===== config.mk =====
export PLATFORM = sky130hd
export DESIGN_NAME = lif_post_neuron_flat
export DESIGN_NICKNAME = d
export VERILOG_FILES = /design/src/rtl/lif_post_neuron_if.sv /design/src/rtl/lif_post_neuron.sv /design/src/flat_wrapper.sv
export SDC_FILE = /design/constraint.sdc
export NUM_CORES = 1
export LEC_CHECK = 0
export CAP_MARGIN = 40
export CELL_PAD_IN_SITES_DETAIL_PLACEMENT = 1
export CELL_PAD_IN_SITES_GLOBAL_PLACEMENT = 2
export CORE_ASPECT_RATIO = 2
export CORE_UTILIZATION = 30
export CTS_CLUSTER_DIAMETER = 60
export CTS_CLUSTER_SIZE = 16
export DETAILED_ROUTE_END_ITERATION = 8
export GPL_TIMING_DRIVEN = 0
export PLACE_DENSITY = 0.83
export SYNTH_ARGS = -nofsm -noshare
export SYNTH_HDL_FRONTEND = slang
export SYNTH_SLANG_ARGS = --single-unit

===== constraint.sdc =====
create_clock -name clk -period 5.6 [get_ports clk]
set_clock_uncertainty 0.1 [all_clocks]
set_input_delay 1.12 -clock clk [delete_from_list [all_inputs] [get_ports clk]]
set_output_delay 1.12 -clock clk [all_outputs]
set_load 0.03 [all_outputs]

===== src/rtl/lif_post_neuron_if.sv =====
// lif_post_neuron_if
//   Bundles the neuron's data-path signals: four presynaptic spike lines with
//   their packed 4-bit weights in, and the fire pulse plus observation outputs.
//   master : the driver of spikes/weights (the STDP block or a testbench)
//   slave  : the neuron itself
//   pre_spike[3:0]   presynaptic spikes, one bit per input neuron
//   weight[15:0]     packed weights, [15:12] belongs to pre_spike[0]
//   post_spike       one-cycle fire pulse
//   membrane[7:0]    current membrane potential
//   in_refractory    high while the neuron ignores input
//   spike_count[7:0] wrapping fire counter
interface lif_post_neuron_if;
  logic [3:0]  pre_spike;
  logic [15:0] weight;
  logic        post_spike;
  logic [7:0]  membrane;
  logic        in_refractory;
  logic [7:0]  spike_count;

  modport master (
    output pre_spike,
    output weight,
    input  post_spike,
    input  membrane,
    input  in_refractory,
    input  spike_count
  );

  modport slave (
    input  pre_spike,
    input  weight,
    output post_spike,
    output membrane,
    output in_refractory,
    output spike_count
  );
endinterface


===== src/rtl/lif_post_neuron.sv =====
// lif_post_neuron
//   Leaky integrate-and-fire postsynaptic neuron. Each cycle the membrane
//   leaks by v >> LEAK_SHIFT, gains the weighted sum of active presynaptic
//   spikes (saturating at 255) and fires when the result reaches THRESHOLD.
//   A fire clears the membrane, pulses post_spike for one cycle and starts an
//   absolute refractory period of REFRAC_CYCLES cycles.
//   clk : system clock, rising edge
//   rst : synchronous active-high reset
//   bus : lif_post_neuron_if.slave (spikes/weights in, pulse/state out)
module lif_post_neuron #(
  parameter logic [7:0] THRESHOLD     = 8'd32,
  parameter int         LEAK_SHIFT    = 3,
  parameter logic [3:0] REFRAC_CYCLES = 4'd4
) (
  input  logic              clk,
  input  logic              rst,
  lif_post_neuron_if.slave  bus
);

  typedef enum logic {
    ST_INTEGRATE  = 1'b0,
    ST_REFRACTORY = 1'b1
  } state_e;

  state_e     state_q, state_d;
  logic [7:0] membrane_q, membrane_d;
  logic       post_q, post_d;
  logic [7:0] count_q, count_d;
  logic [3:0] refrac_q, refrac_d;

  // Per-synapse gated weight; pre_spike[i] pairs with the nibble counted
  // from the top of the weight bus.
  logic [5:0] syn_term [4];
  logic [5:0] syn_sum;

  generate
    for (genvar gi = 0; gi < 4; gi++) begin : g_syn
      assign syn_term[gi] = bus.pre_spike[gi] ? {2'b00, bus.weight[15-4*gi -: 4]} : 6'd0;
    end
  endgenerate

  assign syn_sum = syn_term[0] + syn_term[1] + syn_term[2] + syn_term[3];

  logic [7:0] v_leak;
  logic [8:0] v_sum;
  logic [7:0] v_sat;
  logic       accept;

  assign v_leak = membrane_q - (membrane_q >> LEAK_SHIFT);
  assign v_sum  = {1'b0, v_leak} + {3'b000, syn_sum};
  assign v_sat  = v_sum[8] ? 8'hFF : v_sum[7:0];

  // The last refractory cycle already integrates, so input is taken at the
  // edge that ends the refractory period (membrane is 0 there, so v_sat = I).
  assign accept = (state_q == ST_INTEGRATE) || (refrac_q == 4'd1);

  always_comb begin
    state_d    = state_q;
    membrane_d = membrane_q;
    post_d     = 1'b0;
    count_d    = count_q;
    refrac_d   = refrac_q;

    if (state_q == ST_REFRACTORY) begin
      membrane_d = 8'd0;
      refrac_d   = refrac_q - 4'd1;
      if (refrac_q == 4'd1) begin
        state_d = ST_INTEGRATE;
      end
    end

    if (accept) begin
      if (v_sat >= THRESHOLD) begin
        membrane_d = 8'd0;
        post_d     = 1'b1;
        count_d    = count_q + 8'd1;
        refrac_d   = REFRAC_CYCLES;
        state_d    = (REFRAC_CYCLES != 4'd0) ? ST_REFRACTORY : ST_INTEGRATE;
      end else begin
        membrane_d = v_sat;
      end
    end
  end

  always_ff @(posedge clk) begin
    if (rst) begin
      state_q    <= ST_INTEGRATE;
      membrane_q <= 8'd0;
      post_q     <= 1'b0;
      count_q    <= 8'd0;
      refrac_q   <= 4'd0;
    end else begin
      state_q    <= state_d;
      membrane_q <= membrane_d;
      post_q     <= post_d;
      count_q    <= count_d;
      refrac_q   <= refrac_d;
    end
  end

  assign bus.post_spike    = post_q;
  assign bus.membrane      = membrane_q;
  assign bus.in_refractory = (state_q == ST_REFRACTORY);
  assign bus.spike_count   = count_q;

endmodule


===== src/flat_wrapper.sv =====
// flat-port wrapper written by rule: the top's interface ports become plain ports
module lif_post_neuron_flat 
#(
  parameter logic [7:0] THRESHOLD     = 8'd32,
  parameter int         LEAK_SHIFT    = 3,
  parameter logic [3:0] REFRAC_CYCLES = 4'd4
)
  (clk, rst, bus_pre_spike, bus_weight, bus_post_spike, bus_membrane, bus_in_refractory, bus_spike_count);
  lif_post_neuron_if bus_i ();
  input  logic clk;
  input  logic rst;
  input wire logic [$bits(bus_i.pre_spike)-1:0] bus_pre_spike;
  input wire logic [$bits(bus_i.weight)-1:0] bus_weight;
  output wire logic [$bits(bus_i.post_spike)-1:0] bus_post_spike;
  output wire logic [$bits(bus_i.membrane)-1:0] bus_membrane;
  output wire logic [$bits(bus_i.in_refractory)-1:0] bus_in_refractory;
  output wire logic [$bits(bus_i.spike_count)-1:0] bus_spike_count;
  assign bus_i.pre_spike = bus_pre_spike;
  assign bus_i.weight = bus_weight;
  assign bus_post_spike = bus_i.post_spike;
  assign bus_membrane = bus_i.membrane;
  assign bus_in_refractory = bus_i.in_refractory;
  assign bus_spike_count = bus_i.spike_count;
  lif_post_neuron #(.THRESHOLD(THRESHOLD), .LEAK_SHIFT(LEAK_SHIFT), .REFRAC_CYCLES(REFRAC_CYCLES)) u_core (.clk(clk), .rst(rst), .bus(bus_i));
endmodule

Word level (Yosys, flattened, before mapping)
Cells that the tools add are included.
{"block": "totals", "register_bits": 22, "input_bits": 22, "output_inout_bits": 18, "wordCells": 36}
{"block": "op_classes", "add_sub_neg": 7, "n_lt_le_gt_ge": 1, "n_eq_ne": 1, "muxes": 16, "bitwise_logic": 2, "n_reduce_logical": 4}
{"op": "$mux 8", "count": 4}
{"op": "$mux 4", "count": 7}
{"op": "$add 6x6->6", "count": 3}
{"op": "$add 8x6->9", "count": 1}
{"op": "$add 8x1->8 const B", "count": 1}
{"op": "$ge 8x6->1 const B", "count": 1}
{"op": "$sub 8x5->8", "count": 1}
{"op": "$mux 1", "count": 5}
{"op": "$eq 4x1->1 const B", "count": 1}
{"op": "$sub 4x1->4 const B", "count": 1}
{"op": "$not 1->1", "count": 2}
{"op": "$reduce_and 2->1", "count": 1}
{"op": "$reduce_bool 2->1", "count": 1}
{"op": "$reduce_or 2->1", "count": 1}
{"op": "$logic_or 1x1->1", "count": 1}

Logic depth before layout (Yosys ltp)
{"block": "logic_depth", "depth_word": 9, "mapped_depth": 18, "ltp_nobuf": 17}

Worst setup path before layout
Ideal clock, no wire load.
{"block": "synth_path", "path_kind": "input to register", "from": "input bus_weight[2]", "to": "register u_core.count_q[7], in the netlist u_core.bus.spike_count[7]", "setup_time_ns": 0.071, "arrival_time_ns": 4.989, "required_time_ns": 5.429, "setup_slack_ns": 0.440, "cell_stages": 15, "n_path_buf": 0, "cell_sequence": "and2_1 -> fa_1 -> inv_1 -> fa_1 -> inv_1 -> fa_1 -> a21o_1 -> a21o_1 -> ha_1 -> or4b_1 -> o2111ai_1 -> nand3b_1 -> o21bai_2 -> or4_1 -> a21oi_1"}
{"block": "synth_between", "elab_chain_len": 6}
{"item": "from (decl)", "line_no": "flat_wrapper.sv:13", "text": "input wire logic [$bits(bus_i.weight)-1:0] bus_weight;"}
{"item": "$mux 4", "line_no": "lif_post_neuron.sv:38", "text": "assign syn_term[gi] = bus.pre_spike[gi] ? {2'b00, bus.weight[15-4*gi -: 4]} : 6'd0;"}
{"item": "$add 6x6->6", "line_no": "lif_post_neuron.sv:42", "text": "assign syn_sum = syn_term[0] + syn_term[1] + syn_term[2] + syn_term[3];"}
{"item": "$add 8x6->9", "line_no": "lif_post_neuron.sv:50", "text": "assign v_sum = {1'b0, v_leak} + {3'b000, syn_sum};"}
{"item": "$mux 8", "line_no": "lif_post_neuron.sv:51", "text": "assign v_sat = v_sum[8] ? 8'hFF : v_sum[7:0];"}
{"item": "$ge 8x6->1", "line_no": "lif_post_neuron.sv:73", "text": "if (v_sat >= THRESHOLD) begin"}
{"item": "$reduce_and 2->1 (no source line)"}
{"item": "to (signal assigned)", "line_no": "lif_post_neuron.sv:96", "text": "count_q <= count_d;"}
{"item": "to (decl)", "line_no": "lif_post_neuron.sv:28", "text": "logic [7:0] count_q, count_d;"}
Every way passes these cells.
A chain may end at the register's enable or synchronous reset.

Worst setup path after layout
Ends and elaborated chain as after synthesis.

==> out/results.env <==
ARRIVAL_NS=5.48
CAP_VIOL_MAX_COUNT=0
GLOBAL_ROUTE_WIRE_LENGTH_BEFORE_REPAIR_UM=7570
POWER.INTERNAL_mW=0.500
CTS-HOLD-FIX-BUFFERS=0
FIRST_GLOBAL_VIAS=1703
SYNTH.YOSYS.WARNINGS=0
CTS.PATH.MAX_BUFFERS=2
CELLLEAKAGEPOWER_nW=0.984
CP.REQUIRED_NS=5.69
WORST-PATH-MAX-FANOUT=7
SYNTH-EDFF-COUNT=0
SHARE_OF_FINAL_LAYOUT_STANDARD_CELLS_STRONGER_THAN_DRIVE_STRENGTH_1_PCT=6.83
DIE_HEIGHT_UM=110
SYNTH_COMPOUND_AREA_SHARE_PCT=17.3
CTS_TREE='yes'
POST-ROUTE-DRC-COUNT=0
DIODES=0
MAPPEDNETLISTAREA_UM2=1760
LARGEST_FAMILY_OF_LOGIC_CELLS_BY_SYNTHESIZED_AREA='adder cells'
FINAL_MAX_SLEW_VIOL_COUNT=0
MAX_SLEW_MARGIN_PCT=52.1
SETUP_WS_NS=0.214
NETSWITCHINGFRACTION_PCT=38.3
DRTPASS1ITERATIONS=6
ROW_COUNT=39
DESIGN_POWER_TOTAL_mW=0.810
NUM_IO_PINS=40
STATUS='completed'
AREA.SEQUENTIAL_UM2=440
SYNTH_ASYNC_SR_FLOP_SHARE_PCT=0
CTS_INSERTED_BUFFERS=3
SETUP_TOTAL_NEGATIVE_SLACK_NS=0
SETUP.WORST_PATH.START_CLASS='input port'
SWITCHING_POWER_mW=0.310
AVGVIACOUNTPERCELL=5.21
CLK_PIN_SLEW_WORST_PATHS_NS=0.06
AREA_DELTA_SYNTH_FINAL_PCT=36.1
HOLD_CLASS='flip-flop to flip-flop'
YOSYS_REGISTER_BITS=22
CP-END-KIND='flip-flop'
ANTENNA_FOUND_INITIAL=0
SYNTH_SIMPLE_GATE_AREA_SHARE_PCT=18.1
CLK-INSERTION-DELAY-LATE_NS=0.26
TIMING.FMAX_GHz=0.186
HOLD_VIOL=0
SYN-MEAN-INSTANCE-AREA_UM2=8.58
FINAL.MIN_CLOCK_PERIOD_NS=5.39
GR-MAX-USAGE-LAYER='met2'
GLOBALPLACE.CONGESTION=0.725
POST-ROUTE-PERIOD-UTIL_PCT=96.2
FLOORPLAN.DIE.WIDTH_UM=56.1
HPWL_UM=3990
WORSTREGTOREGCELLS=13
PRE_CTS_SLACK_NS=-0.508
WORST_SETUP_PATH_STARTPOINT='bus_weight[2]'
YOSYS-MUX-AREA-FRACTION_PCT=1.85
WIRELENGTH_UM=4710
FINISH.UTILIZATION_PCT=42.3
DRT_ITER0_DRC=24
SYNTH-ADDER-AREA-SHARE_PCT=24.9
MULTI_INPUT_COMB_AREA_UM2=1280
CRIT_TYPE='input port to flip-flop'
GROUTE.LAYER.MET2.USAGE_PCT=37.0
SETUP.REG_TO_REG.WORST_SLACK_NS=1.95
POWER_DENSITY_nW_PER_UM2=338
POWER.COMBINATIONAL.FRACTION_PCT=50.9
N_FILL_CELL=664
GRTUSAGEMET1_PCT=12.0
MAX_SLEW.WORST_PIN.SLEW_NS=0.717
TIMING.RR.END='u_core.bus.spike_count[7]'
CP-ENDPOINT='u_core.bus.spike_count[7]'
POWER_FRAC_CLOCK_PCT=25.0
GLOBAL_ROUTE.USAGE.TOTAL_PCT=16.2
SYNTH.YOSYS.SEQ_AREA_SHARE_PCT=25.0
CTS.SINKS=22
RSZ_0062_RAISED_AFTER_GLOBAL_ROUTING='false'
FINAL_COMMON_CELL='clkdlybuf4s50_1'
LAYOUT.NETS=301
POST_DRT_WL_PER_CELL_UM=15.2
SETUP-VIOLATIONS-FINAL=0
GLOBALROUTEOVERFLOWTOTAL=0
SEQPWRFRAC_PCT=24.1
REG2REG_FROM='u_core.bus.membrane[3]'
PLACEABLECOREAREA_UM2=5660
GLOBAL_ROUTE.USAGE.MET3_PCT=2.10
SYNTH_TOP_FLOP_CELL='dfxtp_1'
START_UTIL_PCT=31.1
NUMBER_OF_BUFFERS_INSERTED_BY_POST_CTS_SETUP_REPAIR=0
HOLD_WS_NS=0.388
GRT_START_MAX_NET_PINS=14
AREA_ENCLOSED_BY_THE_DIE_BOUNDARY_UM2=6190
AREA_SHARE_OF_XOR_XNOR_CELLS_IN_THE_SYNTHESIZED_DESIGN_PCT=5.97
CTSROOTBUFFERMASTER='clkbuf_16'
HTREE_LEVELS=1
LAYOUT.CELLS.MOST_COMMON_LIST='clkdlybuf4s50_1 (35), inv_1 (26), dfxtp_1 (22)'
NUMBER_OF_VIAS_IN_THE_ROUTED_LAYOUT=1616
NUMBER_OF_LIBRARY_CELL_TYPES_MAPPED_BY_SYNTHESIS=46
FINAL_ANTENNA_NET_COUNT=0
PLACEMENT.IO_BUFFERS=38
VDD.IR_DROP.WORST_V=0.000294
SYN-INSTANCE-COUNT=205
[cell families (layout without fill, tap and decap cells)]
kind of cell    Yosys count  count (layout)
other cells               1               3
compound gates           45              45
fa+ha+maj                29              29
mux                       3               3
flops                    22              22
xor+xnor                 12              12
simple gates             62              62
buf+inv                  31              73
[metrics by stage]
step | instance area (um2) | std cells
final | 2390 | 310
after global routing | 2390 | 310
after CTS | 2330 | 310
after detailed placement | 2220 | 306
after global placement | 2220 | 306
after floorplan | 1770 | 207
[timing repair]
| item | in CTS | in global routing |
|---|---|---|
| resized for setup | 5 | 10 |
| endpoints found under the hold margin | 0 | 0 |
| pin swaps | 0 | 0 |
| setup endpoints to repair | 13 | 13 |
[layout make-up]
type                    count  area share [%]
plain buffers               4           0.784
clock buffers               3            3.13
clock inverters             1            1.25
inverters                  27            4.23
multi-input cells         154            53.3
flip-flops and latches     22            18.4
well taps                  61            3.19
repair buffers             38            15.7
[how the worst min path moves through the flow]
stage,endpoint,cells past startpoint,start
6_report,u_core.bus.spike_count[7],2,u_core.bus.spike_count[7]
5_1_grt,u_core.bus.spike_count[7],2,u_core.bus.spike_count[7]
4_1_cts,u_core.bus.spike_count[7],2,u_core.bus.spike_count[7]
3_5_place_dp,u_core.bus.spike_count[7],2,u_core.bus.spike_count[7]
3_3_place_gp,u_core.bus.spike_count[7],2,u_core.bus.spike_count[7]
2_1_floorplan,u_core.refrac_q[3],2,u_core.refrac_q[3]
[synthesized netlist by cell type (2+ instances only)]
cell	n	share of area (%)
o21ai_1	6	1.7
xor2_1	6	3.0
a2111oi_1	3	1.7
fa_1	10	11
a21o_1	5	2.1
nand3_1	4	1.1
nor3b_1	2	0.85
o21ai_0	4	1.1
or4_1	2	0.85
nand2_1	12	2.6
or3_1	3	1.1
clkbuf_1	2	0.43
a211oi_1	2	0.85
o31a_1	2	1.0
nor2b_1	3	1.1
o21a_1	3	1.3
nor2_1	18	3.8
ha_1	19	14
nor4_1	2	0.71
dfxtp_1	22	25
inv_1	26	5.5
xnor2_1	6	3.0
and2_1	8	2.8
o31ai_1	2	0.85
nor3_1	2	0.57
a21oi_1	11	3.1
[power by group through the flow]
| stage | Sequential [mW] | Combinational [mW] | Clock, mW |
|---|---|---|---|
| finish | 0.195 | 0.413 | 0.202 |
| global route | 0.199 | 0.461 | 0.211 |
| CTS | 0.196 | 0.395 | 0.207 |
| detailed placement | 0.199 | 0.388 | 0 |
| global placement | 0.199 | 0.381 | 0 |
| floorplan | 0.221 | 0.252 | 0 |
[registers in the layout (all words and copies together), names as in the netlist]
name / cells
u_core.bus.in_refractory: 1
u_core.bus.membrane: 8
u_core.bus.post_spike: 1
u_core.bus.spike_count: 8
u_core.refrac_q: 4
[per-layer routing]
metal  wire (um)  part of all wire, %  up-vias
li1            -                    -      784
met1        1460                   31      780
met2        2940                   63       45
met3         192                  4.1        7
met4         112                  2.4        0
met5           0                    0        -
[critical path, cell delays in order]
cell and delay, ns:
clkdlybuf4s50_1 0.39, and2_1 0.17, fa_1 0.54, inv_1 0.06, fa_1 0.54, inv_1 0.07, fa_2 0.41, a21o_1 0.18
a21o_1 0.20, ha_4 0.26, or4b_1 0.51, o2111ai_1 0.10, nand3b_1 0.19, o21bai_4 0.12, or4_1 0.47, a21oi_1 0.14
(Power assumes the default switching activity.)
